**src/rtl/id_issue_ctrl_pkg.sv**
```systemverilog
// Shared ISA constants, FSM state encodings and the ID/EX control bundle type
// for the decode/issue stage.
package id_issue_ctrl_pkg;

    localparam int WORD_SIZE = 16;

    localparam logic [3:0] OP_BNE   = 4'd0;
    localparam logic [3:0] OP_BEQ   = 4'd1;
    localparam logic [3:0] OP_BGZ   = 4'd2;
    localparam logic [3:0] OP_BLZ   = 4'd3;
    localparam logic [3:0] OP_ADI   = 4'd4;
    localparam logic [3:0] OP_ORI   = 4'd5;
    localparam logic [3:0] OP_LHI   = 4'd6;
    localparam logic [3:0] OP_LWD   = 4'd7;
    localparam logic [3:0] OP_SWD   = 4'd8;
    localparam logic [3:0] OP_JMP   = 4'd9;
    localparam logic [3:0] OP_JAL   = 4'd10;
    localparam logic [3:0] OP_RTYPE = 4'd15;

    localparam logic [5:0] FN_ADD = 6'd0;
    localparam logic [5:0] FN_SUB = 6'd1;
    localparam logic [5:0] FN_AND = 6'd2;
    localparam logic [5:0] FN_ORR = 6'd3;
    localparam logic [5:0] FN_NOT = 6'd4;
    localparam logic [5:0] FN_TCP = 6'd5;
    localparam logic [5:0] FN_SHL = 6'd6;
    localparam logic [5:0] FN_SHR = 6'd7;
    localparam logic [5:0] FN_JPR = 6'd25;
    localparam logic [5:0] FN_JRL = 6'd26;
    localparam logic [5:0] FN_WWD = 6'd28;
    localparam logic [5:0] FN_HLT = 6'd29;

    localparam logic [2:0] ALU_ADD = 3'b000;
    localparam logic [2:0] ALU_SUB = 3'b001;
    localparam logic [2:0] ALU_ORR = 3'b011;

    localparam logic [1:0] PC_SEQ    = 2'b00;
    localparam logic [1:0] PC_BRANCH = 2'b01;
    localparam logic [1:0] PC_JIMM   = 2'b10;
    localparam logic [1:0] PC_JREG   = 2'b11;

    localparam logic [1:0] LINK_REG = 2'd2;

    typedef enum logic [1:0] {
        ST_RUN      = 2'd0,
        ST_LU_STALL = 2'd1,
        ST_HALT     = 2'd2
    } state_t;

    typedef struct packed {
        logic       valid;
        logic [3:0] opcode;
        logic [1:0] rd;
        logic [1:0] pc_src;
        logic [2:0] alu_op;
        logic       alu_src_b;
        logic       mem_read;
        logic       mem_write;
        logic       b_op;
        logic       reg_write;
        logic       mem_to_reg;
        logic       is_wwd;
        logic       is_hlt;
    } ctrl_t;

    localparam ctrl_t CTRL_BUBBLE = '0;

endpackage

```
**src/rtl/id_decode.sv**
```systemverilog
// Pure combinational instruction decode: control bundle, source register
// indices and which of them the instruction actually reads.
module id_decode
    import id_issue_ctrl_pkg::*;
(
    input  logic [WORD_SIZE-1:0] inst,
    output ctrl_t                ctrl,
    output logic [1:0]           rs,
    output logic [1:0]           rt,
    output logic                 use_rs,
    output logic                 use_rt
);

    logic [3:0] op;
    logic [5:0] fn;

    assign op = inst[15:12];
    assign fn = inst[5:0];
    assign rs = inst[11:10];
    assign rt = inst[9:8];

    always_comb begin
        ctrl        = CTRL_BUBBLE;
        use_rs      = 1'b0;
        use_rt      = 1'b0;
        ctrl.opcode = op;
        case (op)
            OP_BNE, OP_BEQ, OP_BGZ, OP_BLZ: begin
                ctrl.valid  = 1'b1;
                ctrl.b_op   = 1'b1;
                ctrl.pc_src = PC_BRANCH;
                ctrl.alu_op = ALU_SUB;
                use_rs      = 1'b1;
                use_rt      = (op == OP_BNE) || (op == OP_BEQ);
            end
            OP_ADI, OP_ORI, OP_LHI, OP_LWD: begin
                ctrl.valid      = 1'b1;
                ctrl.reg_write  = 1'b1;
                ctrl.rd         = inst[9:8];
                ctrl.alu_src_b  = 1'b1;
                ctrl.alu_op     = (op == OP_ORI) ? ALU_ORR : ALU_ADD;
                ctrl.mem_read   = (op == OP_LWD);
                ctrl.mem_to_reg = (op == OP_LWD);
                use_rs          = 1'b1;
            end
            OP_SWD: begin
                ctrl.valid     = 1'b1;
                ctrl.mem_write = 1'b1;
                ctrl.alu_src_b = 1'b1;
                ctrl.alu_op    = ALU_ADD;
                use_rs         = 1'b1;
                use_rt         = 1'b1;
            end
            OP_JMP, OP_JAL: begin
                ctrl.valid     = 1'b1;
                ctrl.pc_src    = PC_JIMM;
                ctrl.reg_write = (op == OP_JAL);
                ctrl.rd        = (op == OP_JAL) ? LINK_REG : 2'd0;
            end
            OP_RTYPE: begin
                case (fn)
                    FN_ADD, FN_SUB, FN_AND, FN_ORR, FN_NOT, FN_TCP, FN_SHL, FN_SHR: begin
                        ctrl.valid     = 1'b1;
                        ctrl.reg_write = 1'b1;
                        ctrl.rd        = inst[7:6];
                        ctrl.alu_op    = fn[2:0];
                        use_rs         = 1'b1;
                        use_rt         = 1'b1;
                    end
                    FN_JPR, FN_JRL: begin
                        ctrl.valid     = 1'b1;
                        ctrl.pc_src    = PC_JREG;
                        ctrl.reg_write = (fn == FN_JRL);
                        ctrl.rd        = (fn == FN_JRL) ? LINK_REG : 2'd0;
                        use_rs         = 1'b1;
                    end
                    FN_WWD: begin
                        ctrl.valid  = 1'b1;
                        ctrl.is_wwd = 1'b1;
                        use_rs      = 1'b1;
                    end
                    FN_HLT: begin
                        ctrl.valid  = 1'b1;
                        ctrl.is_hlt = 1'b1;
                    end
                    default: ;
                endcase
            end
            default: ;
        endcase
    end

endmodule

```
**src/rtl/id_issue_ctrl.sv**
```systemverilog
// ID-stage issue control: load-use bubble insertion, mispredict squash,
// HLT parking and the issued-instruction counter.
module id_issue_ctrl
    import id_issue_ctrl_pkg::*;
#(
    parameter int CNT_W = 16
)
(
    input  logic                 clk,
    input  logic                 reset,
    input  logic [WORD_SIZE-1:0] inst_in,
    input  logic                 valid_in,
    input  logic [1:0]           ex_rd,
    input  logic                 ex_MemRead,
    input  logic                 ex_RegWrite,
    input  logic                 ex_mispredict,
    output logic                 stall_if,
    output logic                 flush_if,
    output logic                 issue_valid,
    output logic [3:0]           opcode_out,
    output logic [1:0]           rd_out,
    output logic [1:0]           PCSrc_out,
    output logic [2:0]           ALUOp_out,
    output logic                 ALUSrcB_out,
    output logic                 MemRead_out,
    output logic                 MemWrite_out,
    output logic                 B_OP_out,
    output logic                 RegWrite_out,
    output logic                 MemtoReg_out,
    output logic                 is_wwd_out,
    output logic                 halted,
    output logic [CNT_W-1:0]     num_inst
);

    ctrl_t      dec_ctrl;
    ctrl_t      ctrl_out;
    logic [1:0] dec_rs;
    logic [1:0] dec_rt;
    logic       dec_use_rs;
    logic       dec_use_rt;
    logic       lu_hazard;
    logic       issue_ok;

    state_t           state_reg;
    state_t           state_next;
    logic [CNT_W-1:0] num_inst_reg;

    id_decode u_decode (
        .inst   (inst_in),
        .ctrl   (dec_ctrl),
        .rs     (dec_rs),
        .rt     (dec_rt),
        .use_rs (dec_use_rs),
        .use_rt (dec_use_rt)
    );

    assign lu_hazard = valid_in && ex_MemRead && ex_RegWrite &&
                       ((dec_use_rs && (dec_rs == ex_rd)) || (dec_use_rt && (dec_rt == ex_rd)));
    assign issue_ok  = valid_in && dec_ctrl.valid;

    // Mispredict outranks everything: the IF/ID word is wrong-path, so it is
    // never held and never issued, even if it would have caused a stall.
    always_comb begin
        ctrl_out   = CTRL_BUBBLE;
        stall_if   = 1'b0;
        flush_if   = 1'b0;
        halted     = 1'b0;
        state_next = state_reg;
        if (reset) begin
            state_next = ST_RUN;
        end else if (ex_mispredict) begin
            flush_if   = 1'b1;
            state_next = ST_RUN;
        end else begin
            case (state_reg)
                ST_RUN: begin
                    if (lu_hazard) begin
                        stall_if   = 1'b1;
                        state_next = ST_LU_STALL;
                    end else if (issue_ok) begin
                        ctrl_out   = dec_ctrl;
                        state_next = dec_ctrl.is_hlt ? ST_HALT : ST_RUN;
                    end
                end
                ST_LU_STALL: begin
                    state_next = ST_RUN;
                    if (issue_ok) begin
                        ctrl_out   = dec_ctrl;
                        state_next = dec_ctrl.is_hlt ? ST_HALT : ST_RUN;
                    end
                end
                ST_HALT: begin
                    stall_if = 1'b1;
                    halted   = 1'b1;
                end
                default: state_next = ST_RUN;
            endcase
        end
    end

    always_ff @(posedge clk) begin
        if (reset) begin
            state_reg    <= ST_RUN;
            num_inst_reg <= '0;
        end else begin
            state_reg <= state_next;
            if (ctrl_out.valid) begin
                num_inst_reg <= num_inst_reg + CNT_W'(1);
            end
        end
    end

    assign issue_valid  = ctrl_out.valid;
    assign opcode_out   = ctrl_out.opcode;
    assign rd_out       = ctrl_out.rd;
    assign PCSrc_out    = ctrl_out.pc_src;
    assign ALUOp_out    = ctrl_out.alu_op;
    assign ALUSrcB_out  = ctrl_out.alu_src_b;
    assign MemRead_out  = ctrl_out.mem_read;
    assign MemWrite_out = ctrl_out.mem_write;
    assign B_OP_out     = ctrl_out.b_op;
    assign RegWrite_out = ctrl_out.reg_write;
    assign MemtoReg_out = ctrl_out.mem_to_reg;
    assign is_wwd_out   = ctrl_out.is_wwd;
    assign num_inst     = num_inst_reg;

endmodule

```
**config.mk**
```make
export PLATFORM = sky130hd
export DESIGN_NAME = id_issue_ctrl
export DESIGN_NICKNAME = d
export VERILOG_FILES = /design/src/rtl/id_issue_ctrl_pkg.sv /design/src/rtl/id_decode.sv /design/src/rtl/id_issue_ctrl.sv
export SDC_FILE = /design/constraint.sdc
export NUM_CORES = 1
export LEC_CHECK = 0
export CAP_MARGIN = 20
export CORE_MARGIN = 2
export CORE_UTILIZATION = 43
export DETAILED_ROUTE_END_ITERATION = 8
export GPL_TIMING_DRIVEN = 0
export HOLD_SLACK_MARGIN = 0.05
export PLACE_DENSITY = 0.83
export SYNTH_ARGS = -nofsm -noshare
export SYNTH_HDL_FRONTEND = slang
export SYNTH_SLANG_ARGS = --single-unit
```
**constraint.sdc**
```tcl
create_clock -name clk -period 3.9 [get_ports clk]
set_input_delay 1.17 -clock clk [delete_from_list [all_inputs] [get_ports clk]]
set_output_delay 1.17 -clock clk [all_outputs]
set_load 0.02 [all_outputs]
```
==> results.env, run 1 <==
R2R_CELLS=6
SYNTH_CELLS=190
INITIAL_ANTENNA_VIOLATION_COUNT=0
SYN_AREA_PER_CELL_UM2=7.78
SYN_AREA_UM2=1480
POWER_DENSITY_nW_PER_UM2=182
DRTANTENNAVIOLNETS=0
SEQ_AREA_FRAC_SYNTH_PCT=24.4
PLACEMENT.IO_BUFFERS=59
HTREE_LEVELS=1
FINAL_CELL_AREA_UM2=2480
HOLD_SLACK_PS=505
POSTSYNTH.ASYNCRESETSHARE_PCT=0
POWER_LEAKAGE_nW=1.02
SYNTH_COMPOUND_AREA_SHARE_PCT=20.1
DRTPASS1ITERATIONS=5
CRIT_PATH_ARRIVAL_TIME_PS=2780
GRT_FIRST_PASS_WIRELENGTH_UM=8590
FINAL_ROUTED_WIRE_LENGTH_DIVIDED_BY_CELL_COUNT_UM=19.3
SLEW_HEADROOM_PCT=49.6
GP_CONGESTION=0.856
CLK-INSERTION-DELAY-LATE_PS=300
SYNTH_LARGEST_TYPE_AREA_FRACTION_PCT=24.4
DRT_ITER0_DRC=223
GRT_SETUP_UNREPAIRED='yes'
PRECTSSETUPSLACK_PS=-1160
MULTI_INPUT_AREA_UM2=1220
DRC=0
FINAL_LAYOUT_SIZE_SUFFIX_GT1_SHARE_PCT=37.9
SYNTH_SEQ_CELLS=18
ANTENNADIODECOUNT=0
PERIOD_SHARE_PCT=101
RESULT_OF_THE_RUN='complete, but fails checks'
PLACE_HPWL_UM=3350
IOPINCOUNT=62
SYNTH_CELL_TYPE_COUNT=49
VIOLATIONS='negative setup slack'
MAX_SLEW.WORST_PIN.SLEW_PS=751
FINAL.MIN_CLOCK_PERIOD_PS=3950
POST_SYNTH_AND_OR_NAND_NOR_AREA_FRACTION_PCT=40.5
FIN_SKEW_PS=8.34
CRITICAL_PATH_TYPE='input port to output pin'
MAXSLEWVIOLCOUNT=0
LAYOUT_SETUP_WS_PS=-50.1
SYNTH.MUX.AREA_FRACTION_PCT=1.44
POST_DP_CELL_AREA_UM2=2150
DESIGN.FINAL.NETS=306
HOLDCRITPATHCLASS='flop to flop'
SYNTH.MOST_COMMON_CELL='nor2_1'
SYNTH_XOR_AREA_SHARE_PCT=7.11
VDD_DROP_MAX_V=0.000204
MAPPEDNETLISTNETS=215
TIMING.CRITICAL_PATH.FANOUT_MAX=5
FILLCELLCOUNT=244
FMAXACHIEVABLE_MHz=253
CLK_PIN_SLEW_PS=100
CRIT_PATH_END_KIND='output pin'
SYNTH.TOP_CELLS.BY_AREA='dfxtp_1 (24%), nor2_1 (5.6%), a21oi_1 (4.4%)'
DRT_VIA_DENSITY=6.15
NUMBER_OF_ENABLE_TYPE_REGISTER_CELLS_IN_THE_SYNTHESIZED_NETLIST=0
SYNTHESIS.YOSYS.WARNINGS=0
SYNTH_TOP_FAMILY_BY_AREA='simple AND/OR/NAND/NOR gates'
CTS_MADE_BUFFERS=3
GRT_USE_TOTAL_PCT=26.6
FP.DIEAREA_UM2=3920
GRT-OVFL-TOTAL=0
CORE_UM2=3310
CAP_VIOL_MAX_COUNT=0
NUMBER_OF_CLOCK_SINKS_SEEN_BY_CTS=18
SYNTH_TOP_CELLS_BY_COUNT='nor2_1 (22), dfxtp_1 (18), a21oi_1 (13)'
YOSYS.AREA.TOP_TYPE='dfxtp_1'
SETUP.WORST_PATH.START='inst_in[4]'
REQUIRED_PS=2730
ROUTE.VIAS.TOTAL=2005
CRITPATHCAPTURE='ALUOp_out[1]'
AREA.GROWTH.SYNTH_TO_FINAL_PCT=67.8
INITIAL_CORE_UTIL_PCT=44.6
TRITONCTS_CLOCK_TREE='done'
LARGEST_REGISTER_FFS=16
R2R_SLACK_PS=1470
SETUP.WORST_PATH.START_CLASS='input port'
POWER_uW=450
ROUTED_WIRELENGTH_UM=6310
SETUP_VIOL=4
HOLD_VIOLATIONS=0
FP.DIEW_UM=62.6
DIE-HEIGHT_UM=62.6
LARGEST_NET_DEGREE_AT_THE_START_OF_GLOBAL_ROUTING=11
R2R_START='state_reg[1]'
CTSROOTBUFFERMASTER='clkbuf_4'
SEQ_AREA_UM2=360
POST_SYNTH_FA_HA_MAJ_AREA_FRACTION_PCT=0.847
RR_ENDPOINT='num_inst[12]'
FLOORPLAN.ROWS=21
CTS_HOLD_BUF=0
VIAS_IN_THE_FIRST_GLOBAL_ROUTE=1763
CTS_BUFFER_DEPTH=2
DOMINANTREGCELLSYNTH='dfxtp_1'
stage by stage:
stage / util [%] / setup TNS, ps / cells
4_1_cts: 72.3 / -18.7 / 319
2_1_floorplan: - / -171 / 190
5_1_grt: 74.9 / -474 / 326
3_5_place_dp: 65.0 / -19250 / 295
3_3_place_gp: 65.0 / -19180 / 295
6_report: 74.9 / -163 / 326
area by class of cell:
type                            count  share of cell area [%]
Timing Repair inverter              1                   0.151
Multi-Input combinational cell    154                    49.2
Sequential cell                    18                    14.5
Inverter                            6                    1.11
Clock buffer                        4                    1.46
Timing Repair Buffer               85                    27.8
Buffer                             12                    3.43
Tap cell                           46                    2.32
timing repair:
item | in CTS | in global routing
resized for setup | 156 | 47
buffers inserted | 19 | 7
gates cloned | 1 | 0
pin swaps | 20 | 16
setup endpoints to repair | 22 | 20
per-layer routing:
layer / vias up / share of wire (%) / track usage [%]
li1: 891 / - / -
met1: 923 / 38 / 36.5
met5: - / 0 / 0
met2: 153 / 47 / 43.7
met4: 0 / 4.7 / 4.72
met3: 38 / 9.8 / 5.05
how the worst min path moves through the flow:
| stage | startpoint | endpoint | cells after the start |
|---|---|---|---|
| after floorplan | state_reg[1] | state_reg[0] | 1 |
| after global placement | num_inst[15] | num_inst[15] | 2 |
| after detailed placement | num_inst[6] | num_inst[6] | 2 |
| after CTS | num_inst[15] | num_inst[15] | 2 |
| after global routing | num_inst[15] | num_inst[15] | 2 |
| final | num_inst[6] | num_inst[6] | 2 |
cells in the final DEF (no fill, tap or decap), types with 9 or more instances in the layout:
cell,n
buf_4,29
nor2_1,22
clkdlybuf4s50_1,19
dfxtp_1,18
buf_2,16
buf_6,13
a21oi_1,12
nand2_1,11
o21ai_0,9
kinds of logic after synthesis:
| logic type | after synthesis |
|---|---|
| xor+xnor | 12 |
| compound gates | 40 |
| buf+inv | 18 |
| mux | 2 |
| flops | 18 |
| simple gates | 99 |
| fa+ha+maj | 1 |
power by group:
part           internal [mW]  switching, mW  leakage, nW
sequential             0.184       0.000776        0.145
clock                 0.0570         0.0609       0.0210
combinational         0.0641         0.0833        0.852
total                  0.305          0.145         1.02
worst max-delay path, stage by stage:
cell and delay [ps]:
buf_8 110, buf_6 110, or3_4 360, a2bb2oi_4 190, a2bb2oi_4 170, nand4_4 160
clkinv_4 100, and2_4 150, and3_4 140, buf_6 120
(Power assumes the default switching activity.)
==> run 2: changes to the inputs <==
--- a/config.mk
+++ b/config.mk
@@ -6,12 +6,13 @@
 export NUM_CORES = 1
 export LEC_CHECK = 0
 export CAP_MARGIN = 20
-export CORE_MARGIN = 2
 export CORE_UTILIZATION = 43
 export DETAILED_ROUTE_END_ITERATION = 8
+export DONT_BUFFER_PORTS = 1
 export GPL_TIMING_DRIVEN = 0
 export HOLD_SLACK_MARGIN = 0.05
-export PLACE_DENSITY = 0.83
+export PLACE_DENSITY = 0.6
+export SKIP_LAST_GASP = 1
 export SYNTH_ARGS = -nofsm -noshare
 export SYNTH_HDL_FRONTEND = slang
 export SYNTH_SLANG_ARGS = --single-unit
==> run 2 against run 1 <==
Compared with the run above: the flow now finishes without violations; via count is 24% lower; maximum frequency rose by 2.2%; critical path type unchanged; die area decreased by 6.3%; critical endpoint unchanged; highest routed layer unchanged; largest power group unchanged.
==> results.env, run 2 (synthesis gave the netlist of run 1 again) <==
RESULT_OF_THE_RUN='finished, final reports clean'  # was complete, but fails checks
CRITICAL_PATH.N_BUFFERS_INVERTERS=2  # was 4
DRTANTENNAVIOLNETS=0  # unchanged
GRT_SETUP_UNREPAIRED='yes'  # unchanged
PATH_DEPTH=8  # was 10
FINAL_ROUTED_WIRE_LENGTH_DIVIDED_BY_CELL_COUNT_UM=16.0  # was 19.3 um
PRECTSSETUPSLACK_PS=-368  # was -1160 ps
DRTPASS1ITERATIONS=4  # was 5
POST_DP_CELL_AREA_UM2=1560  # was 2150 um2
POWER_LEAKAGE_nW=0.626  # was 1.02 nW
FINAL_LAYOUT_SIZE_SUFFIX_GT1_SHARE_PCT=23.6  # was 37.9%
PERIOD_SHARE_PCT=99.1  # was 101%
CLK-INSERTION-DELAY-LATE_PS=290  # was 300 ps
HOLD_VIOLATIONS=0  # unchanged
INITIAL_ANTENNA_VIOLATION_COUNT=0  # unchanged
INITIAL_CORE_UTIL_PCT=46.9  # was 44.6%
CTS_BUFFER_DEPTH=2  # unchanged
HOLD_PATH_DEPTH=1  # was 2
GRT_USE_TOTAL_PCT=21.2  # was 26.6%
MAX_SLEW.WORST_PIN.SLEW_PS=718  # was 751 ps
CRIT_PATH_END_KIND='output pin'  # unchanged
GRT_FIRST_PASS_WIRELENGTH_UM=5890  # was 8590 um
ROUTE.VIAS.TOTAL=1531  # was 2,005
GRT-OVFL-TOTAL=0  # unchanged
SETUP_VIOL=0  # was 4
AREA.GROWTH.SYNTH_TO_FINAL_PCT=22.4  # was 67.8%
PLACEMENT.IO_BUFFERS=0  # was 59
FIN_SKEW_PS=2.32  # was 8.34 ps
SEQ_AREA_UM2=360  # unchanged
CLK_PIN_SLEW_PS=100  # about the same
SETUP.WORST_PATH.START_CLASS='input port'  # unchanged
LAYOUT_SETUP_WS_PS=33.9  # was -50.1 ps
DRC=0  # unchanged
ANTENNADIODECOUNT=0  # unchanged
POWER_DENSITY_nW_PER_UM2=216  # was 182 nW/um2
TRITONCTS_CLOCK_TREE='done'  # unchanged
TIMING.CRITICAL_PATH.FANOUT_MAX=6  # was 5
DIE-HEIGHT_UM=60.6  # was 62.6 um
VIAS_IN_THE_FIRST_GLOBAL_ROUTE=1304  # was 1,763
CRIT_SLOWEST_CELL='or3b_4'  # was or3_4
R2R_CELLS=6  # unchanged
FP.DIEW_UM=60.6  # was 62.6 um
FMAXACHIEVABLE_MHz=259  # was 253 MHz
CPPEAKSTAGEDELAY_PS=390  # was 360 ps
ROUTED_WIRELENGTH_UM=4020  # was 6310 um
CTS_MADE_BUFFERS=3  # unchanged
REQUIRED_PS=2730  # about the same
GP_CONGESTION=0.820  # was 0.856
FLOORPLAN.ROWS=20  # was 21
PATH_DELAY_FAMILY='simple AND/OR/NAND/NOR gates'  # unchanged
LARGEST_NET_DEGREE_AT_THE_START_OF_GLOBAL_ROUTING=11  # unchanged
LAYOUT_COMMON_CELLS='nor2_1 (22), dfxtp_1 (18), buf_4 (15)'  # was buf_4 (29), nor2_1 (22), clkdlybuf4s50_1 (19)
FILLCELLCOUNT=310  # was 244
VDD_DROP_MAX_V=0.000150  # was 0.000204 V
LAYOUT.CORE_UTILIZATION_PCT=57.3  # was 74.9%
PATH_CELLS='buf_12 > or3b_4 > o2111ai_4 > a211o_4 > nand4_4 > inv_8 > and2_4 > and3_4'  # was buf_8 > buf_6 > or3_4 > a2bb2oi_4 > a2bb2oi_4 > nand4_4 > clkinv_4 > and2_4 > and3_4 > buf_6
HTREE_LEVELS=1  # unchanged
MULTI_INPUT_AREA_UM2=1140  # was 1220 um2
CTSROOTBUFFERMASTER='clkbuf_4'  # unchanged
DRT_ITER0_DRC=93  # was 223
FINAL.MIN_CLOCK_PERIOD_PS=3870  # was 3950 ps
CORE_UM2=3150  # was 3310 um2
IOPINCOUNT=62  # unchanged
CRITICAL_PATH_TYPE='input port to output pin'  # unchanged
LAYOUT.CELLS.MOST_COMMON='nor2_1'  # was buf_4
LARGEST_REGISTER_FFS=16  # unchanged
CTS_HOLD_BUF=0  # unchanged
HOLDCRITPATHCLASS='flop to flop'  # unchanged
FP.DIEAREA_UM2=3670  # was 3920 um2
FINAL_CELL_AREA_UM2=1810  # was 2480 um2
MAXSLEWVIOLCOUNT=0  # unchanged
DESIGN.FINAL.NETS=234  # was 306
SLEW_HEADROOM_PCT=51.8  # was 49.6%
DRT_VIA_DENSITY=6.08  # was 6.15
CAP_VIOL_MAX_COUNT=0  # unchanged
CRIT_PATH_ARRIVAL_TIME_PS=2700  # was 2780 ps
PLACE_HPWL_UM=2920  # was 3350 um
NUMBER_OF_CLOCK_SINKS_SEEN_BY_CTS=18  # unchanged
## run 2: path summary, 6_finish.rpt
path,end,slack [ps],start
max reg2reg,num_inst[13],1680,state_reg[1]
min,state_reg[0],540,state_reg[1]
min reg2reg,state_reg[0],540,state_reg[1]
max,ALUOp_out[1],30,inst_in[0]
## run 2: layout make-up
class	instances	area share, %
Multi-Input combinational cell	154	62.8
Sequential cell	18	19.9
Timing Repair Buffer	13	5.40
Buffer	12	4.78
Tap cell	44	3.04
Clock buffer	4	2.01
Inverter	6	1.66
Timing Repair inverter	1	0.346
## run 2: power by group
| part | leakage [nW] | internal, mW | switching (mW) |
|---|---|---|---|
| Sequential | 0.145 | 0.184 | 0.00154 |
| Combinational | 0.460 | 0.0371 | 0.0531 |
| Clock | 0.0210 | 0.0569 | 0.0575 |
| Total | 0.626 | 0.278 | 0.112 |
## run 2: metal layers
metal	global-route usage (%)	vias to the layer above	share of wire, %
met5	0	-	0
met4	4.87	0	0.94
met3	3.41	6	6.8
met2	39.6	55	50
met1	25.4	729	42
li1	-	741	-
## run 2: metrics by stage
step	std cells	power (mW)	TNS (ps)	hold slack (ps)
after detailed placement	234	0.259	-1630	522
after global placement	234	0.258	-1370	498
after global routing	252	0.409	-14.3	559
after CTS	245	0.384	-89.0	535
after floorplan	190	0.248	-171	488
final	252	0.390	0	537
## run 2: worst register-to-register path, cell delays in order (launching register included)
cell	delay (ps)
dfxtp_1	360
nor4b_4	460
and4_1	240
clkbuf_1	270
nand4_1	130
nor4_1	280
mux2_2	370
## run 2: what timing repair did
item,4_1_cts,5_1_grt
gates cloned,1,0
setup endpoints to repair,13,14
pin swaps,5,5
hold endpoints to repair,0,0
gates resized for setup,16,8
setup buffers,6,7
==> run 3: changes to the inputs <==
--- a/config.mk
+++ b/config.mk
@@ -7,9 +7,10 @@
 export LEC_CHECK = 0
 export CAP_MARGIN = 20
 export CORE_UTILIZATION = 43
+export CTS_CLUSTER_SIZE = 40
 export DETAILED_ROUTE_END_ITERATION = 8
 export DONT_BUFFER_PORTS = 1
-export GPL_TIMING_DRIVEN = 0
+export GPL_TIMING_DRIVEN = 1
 export HOLD_SLACK_MARGIN = 0.05
 export PLACE_DENSITY = 0.6
 export SKIP_LAST_GASP = 1
==> run 3 against run 2 <==
Compared with the run above: power is 7.7% lower; critical path depth decreased by 1; first-iteration DRC count is 47% higher; clock skew grew 4.9 ps; non-clock buffer count shrank 7; highest routed layer unchanged; combinational power decreased by 35%; critical path type unchanged; via count shrank 2.4%.
==> results.env, run 3 (synthesis gave the netlist of run 1 again) <==
RESULT_OF_THE_RUN='finished, final reports clean'  # unchanged
FIN_SKEW_PS=7.23  # was 2.32 ps
LAYOUT.CORE_UTILIZATION_PCT=52.9  # was 57.3%
PLACEMENT.IO_BUFFERS=0  # unchanged
CTS_BUFFER_DEPTH=2  # unchanged
MAXSLEWVIOLCOUNT=0  # unchanged
POWER_LEAKAGE_nW=0.589  # was 0.626 nW
CRIT_PATH_END_KIND='output pin'  # unchanged
ROUTED_WIRELENGTH_UM=3800  # was 4020 um
LAYOUT_COMMON_CELLS='nor2_1 (22), dfxtp_1 (18), buf_4 (18)'  # was nor2_1 (22), dfxtp_1 (18), buf_4 (15)
DRTPASS1ITERATIONS=4  # unchanged
POST_LAYOUT_NONFILLER_INSTANCES=244  # was 252
HOLD_SLACK_PS=522  # was 537 ps
FLOORPLAN.ROWS=20  # unchanged
FINAL_LAYOUT_SIZE_SUFFIX_GT1_SHARE_PCT=19.0  # was 23.6%
INITIAL_ANTENNA_VIOLATION_COUNT=0  # unchanged
DRC=0  # unchanged
CRIT_SLOWEST_CELL='or3b_1'  # was or3b_4
PLACE_HPWL_UM=2960  # was 2920 um
VDD_DROP_MAX_V=0.000146  # was 0.000150 V
DRTANTENNAVIOLNETS=0  # unchanged
INITIAL_CORE_UTIL_PCT=46.9  # unchanged
PERIOD_SHARE_PCT=98.0  # was 99.1%
CAP_VIOL_MAX_COUNT=0  # unchanged
FINAL.MIN_CLOCK_PERIOD_PS=3820  # was 3870 ps
FP.DIEW_UM=60.6  # unchanged
MAX_SLEW.WORST_PIN.SLEW_PS=743  # was 718 ps
GRT-OVFL-TOTAL=0  # unchanged
DRT_VIA_DENSITY=6.12  # was 6.08
LARGEST_NET_DEGREE_AT_THE_START_OF_GLOBAL_ROUTING=24  # was 11
DRT_ITER0_DRC=137  # was 93
HOLDCRITPATHCLASS='flop to flop'  # unchanged
POWER_DENSITY_nW_PER_UM2=216  # about the same
POST_CTS_RESIZE_COUNT=0  # was 16
PATH_DEPTH=7  # was 8
HTREE_LEVELS=1  # unchanged
GRT_USE_TOTAL_PCT=20.9  # was 21.2%
TOTAL_PLACED_CELLS_INCLUDING_TAP_CELLS=240  # was 234
CLK-INSERTION-DELAY-LATE_PS=300  # was 290 ps
TRITONCTS_CLOCK_TREE='done'  # unchanged
CLK_PIN_SLEW_PS=110  # was 100 ps
CTS_HOLD_BUF=0  # unchanged
NUMBER_OF_CLOCK_SINKS_SEEN_BY_CTS=18  # unchanged
SETUP_VIOL=0  # unchanged
ROUTE.VIAS.TOTAL=1494  # was 1,531
CPPEAKSTAGEDELAY_PS=380  # was 390 ps
CRITICAL_PATH_TYPE='input port to output pin'  # unchanged
FINAL_CELL_AREA_UM2=1670  # was 1810 um2
CTS_MADE_BUFFERS=3  # unchanged
FINAL_ROUTED_WIRE_LENGTH_DIVIDED_BY_CELL_COUNT_UM=15.6  # was 16.0 um
CRIT_PATH_ARRIVAL_TIME_PS=2650  # was 2700 ps
SETUP.WORST_PATH.START_CLASS='input port'  # unchanged
HOLD_VIOLATIONS=0  # unchanged
CORE_UM2=3150  # unchanged
POST_DP_CELL_AREA_UM2=1630  # was 1560 um2
FMAXACHIEVABLE_MHz=262  # was 259 MHz
REQUIRED_PS=2730  # about the same
CRITICAL_PATH.N_BUFFERS_INVERTERS=2  # unchanged
TIMING.CRITICAL_PATH.FANOUT_MAX=8  # was 6
DIE-HEIGHT_UM=60.6  # unchanged
GRT_FIRST_PASS_WIRELENGTH_UM=5890  # unchanged
FP.DIEAREA_UM2=3670  # unchanged
POST-CTS-SETUP-BUFFERS=0  # was 6
GP_CONGESTION=0.910  # was 0.820
VIAS_IN_THE_FIRST_GLOBAL_ROUTE=1319  # was 1,304
PATH_CELLS='or3b_1 > o2111ai_2 > a211o_2 > nand4_4 > buf_4 > nor4b_2 > buf_4'  # was buf_12 > or3b_4 > o2111ai_4 > a211o_4 > nand4_4 > inv_8 > and2_4 > and3_4
SLEW_HEADROOM_PCT=50.1  # was 51.8%
CRITPATHMOSTFREQUENTCELL='buf_4'
DESIGN.FINAL.NETS=226  # was 234
LAYOUT.CELLS.MOST_COMMON='nor2_1'  # unchanged
R2R_CELLS=6  # unchanged
FINALSETUPTNS_PS=0  # unchanged
IOPINCOUNT=62  # unchanged
HOLD_PATH_DEPTH=1  # unchanged
PATH_DELAY_FAMILY='simple AND/OR/NAND/NOR gates'  # unchanged
GRT_SETUP_UNREPAIRED='no'  # was yes
AREA.GROWTH.SYNTH_TO_FINAL_PCT=12.9  # was 22.4%
ANTENNADIODECOUNT=0  # unchanged
LARGEST_REGISTER_FFS=16  # unchanged
CTSROOTBUFFERMASTER='clkbuf_4'  # unchanged
## run 3: changes by cell type in the layout (fill, tap and decap cells not counted), sizes merged
cell / delta
buf: -2
clkbuf: -5
inv: -1
## run 3: worst register-to-register path, stage by stage (launching register included)
cell and delay (ps):
dfxtp_1 360, nor4b_4 350, buf_4 200, nand4_1 310, or3_1 430, nor4_1 280, o21ai_0 140
## run 3: per-layer routing
| layer | routed length [um] | vias up | track usage [%] |
|---|---|---|---|
| met4 | 24 | 0 | 4.55 |
| met3 | 280 | 5 | 3.41 |
| met2 | 1960 | 61 | 40.7 |
| met1 | 1540 | 696 | 23.8 |
| met5 | 0 | - | 0 |
| li1 | - | 732 | - |
## run 3: path summary, 6_finish.rpt
path / from / to / slack, ps
max: inst_in[1] / is_wwd_out / 80
min: state_reg[1] / state_reg[0] / 520
max reg2reg: state_reg[1] / num_inst[12] / 1730
min reg2reg: state_reg[1] / state_reg[0] / 520
## run 3: per-stage QoR
step / power [mW] / worst slack (ps)
2_1_floorplan: 0.248 / -131
3_3_place_gp: 0.248 / 134
3_5_place_dp: 0.249 / 90.7
4_1_cts: 0.362 / 84.3
5_1_grt: 0.377 / 13.0
6_report: 0.361 / 76.9
## run 3: power by group
part	total [mW]	internal, mW	switching [mW]
Sequential	0.186	0.184	0.00150
Clock	0.116	0.0570	0.0587
Combinational	0.0590	0.0248	0.0342
Total	0.361	0.266	0.0944
## run 3: final cells by class
type	instances	area, um2
fillers	321	1490
flip-flops and latches	18	360
well taps	44	55.1
inverters	6	27.5
clock buffers	4	36.3
multi-input cells	154	1050
repair buffers	18	135
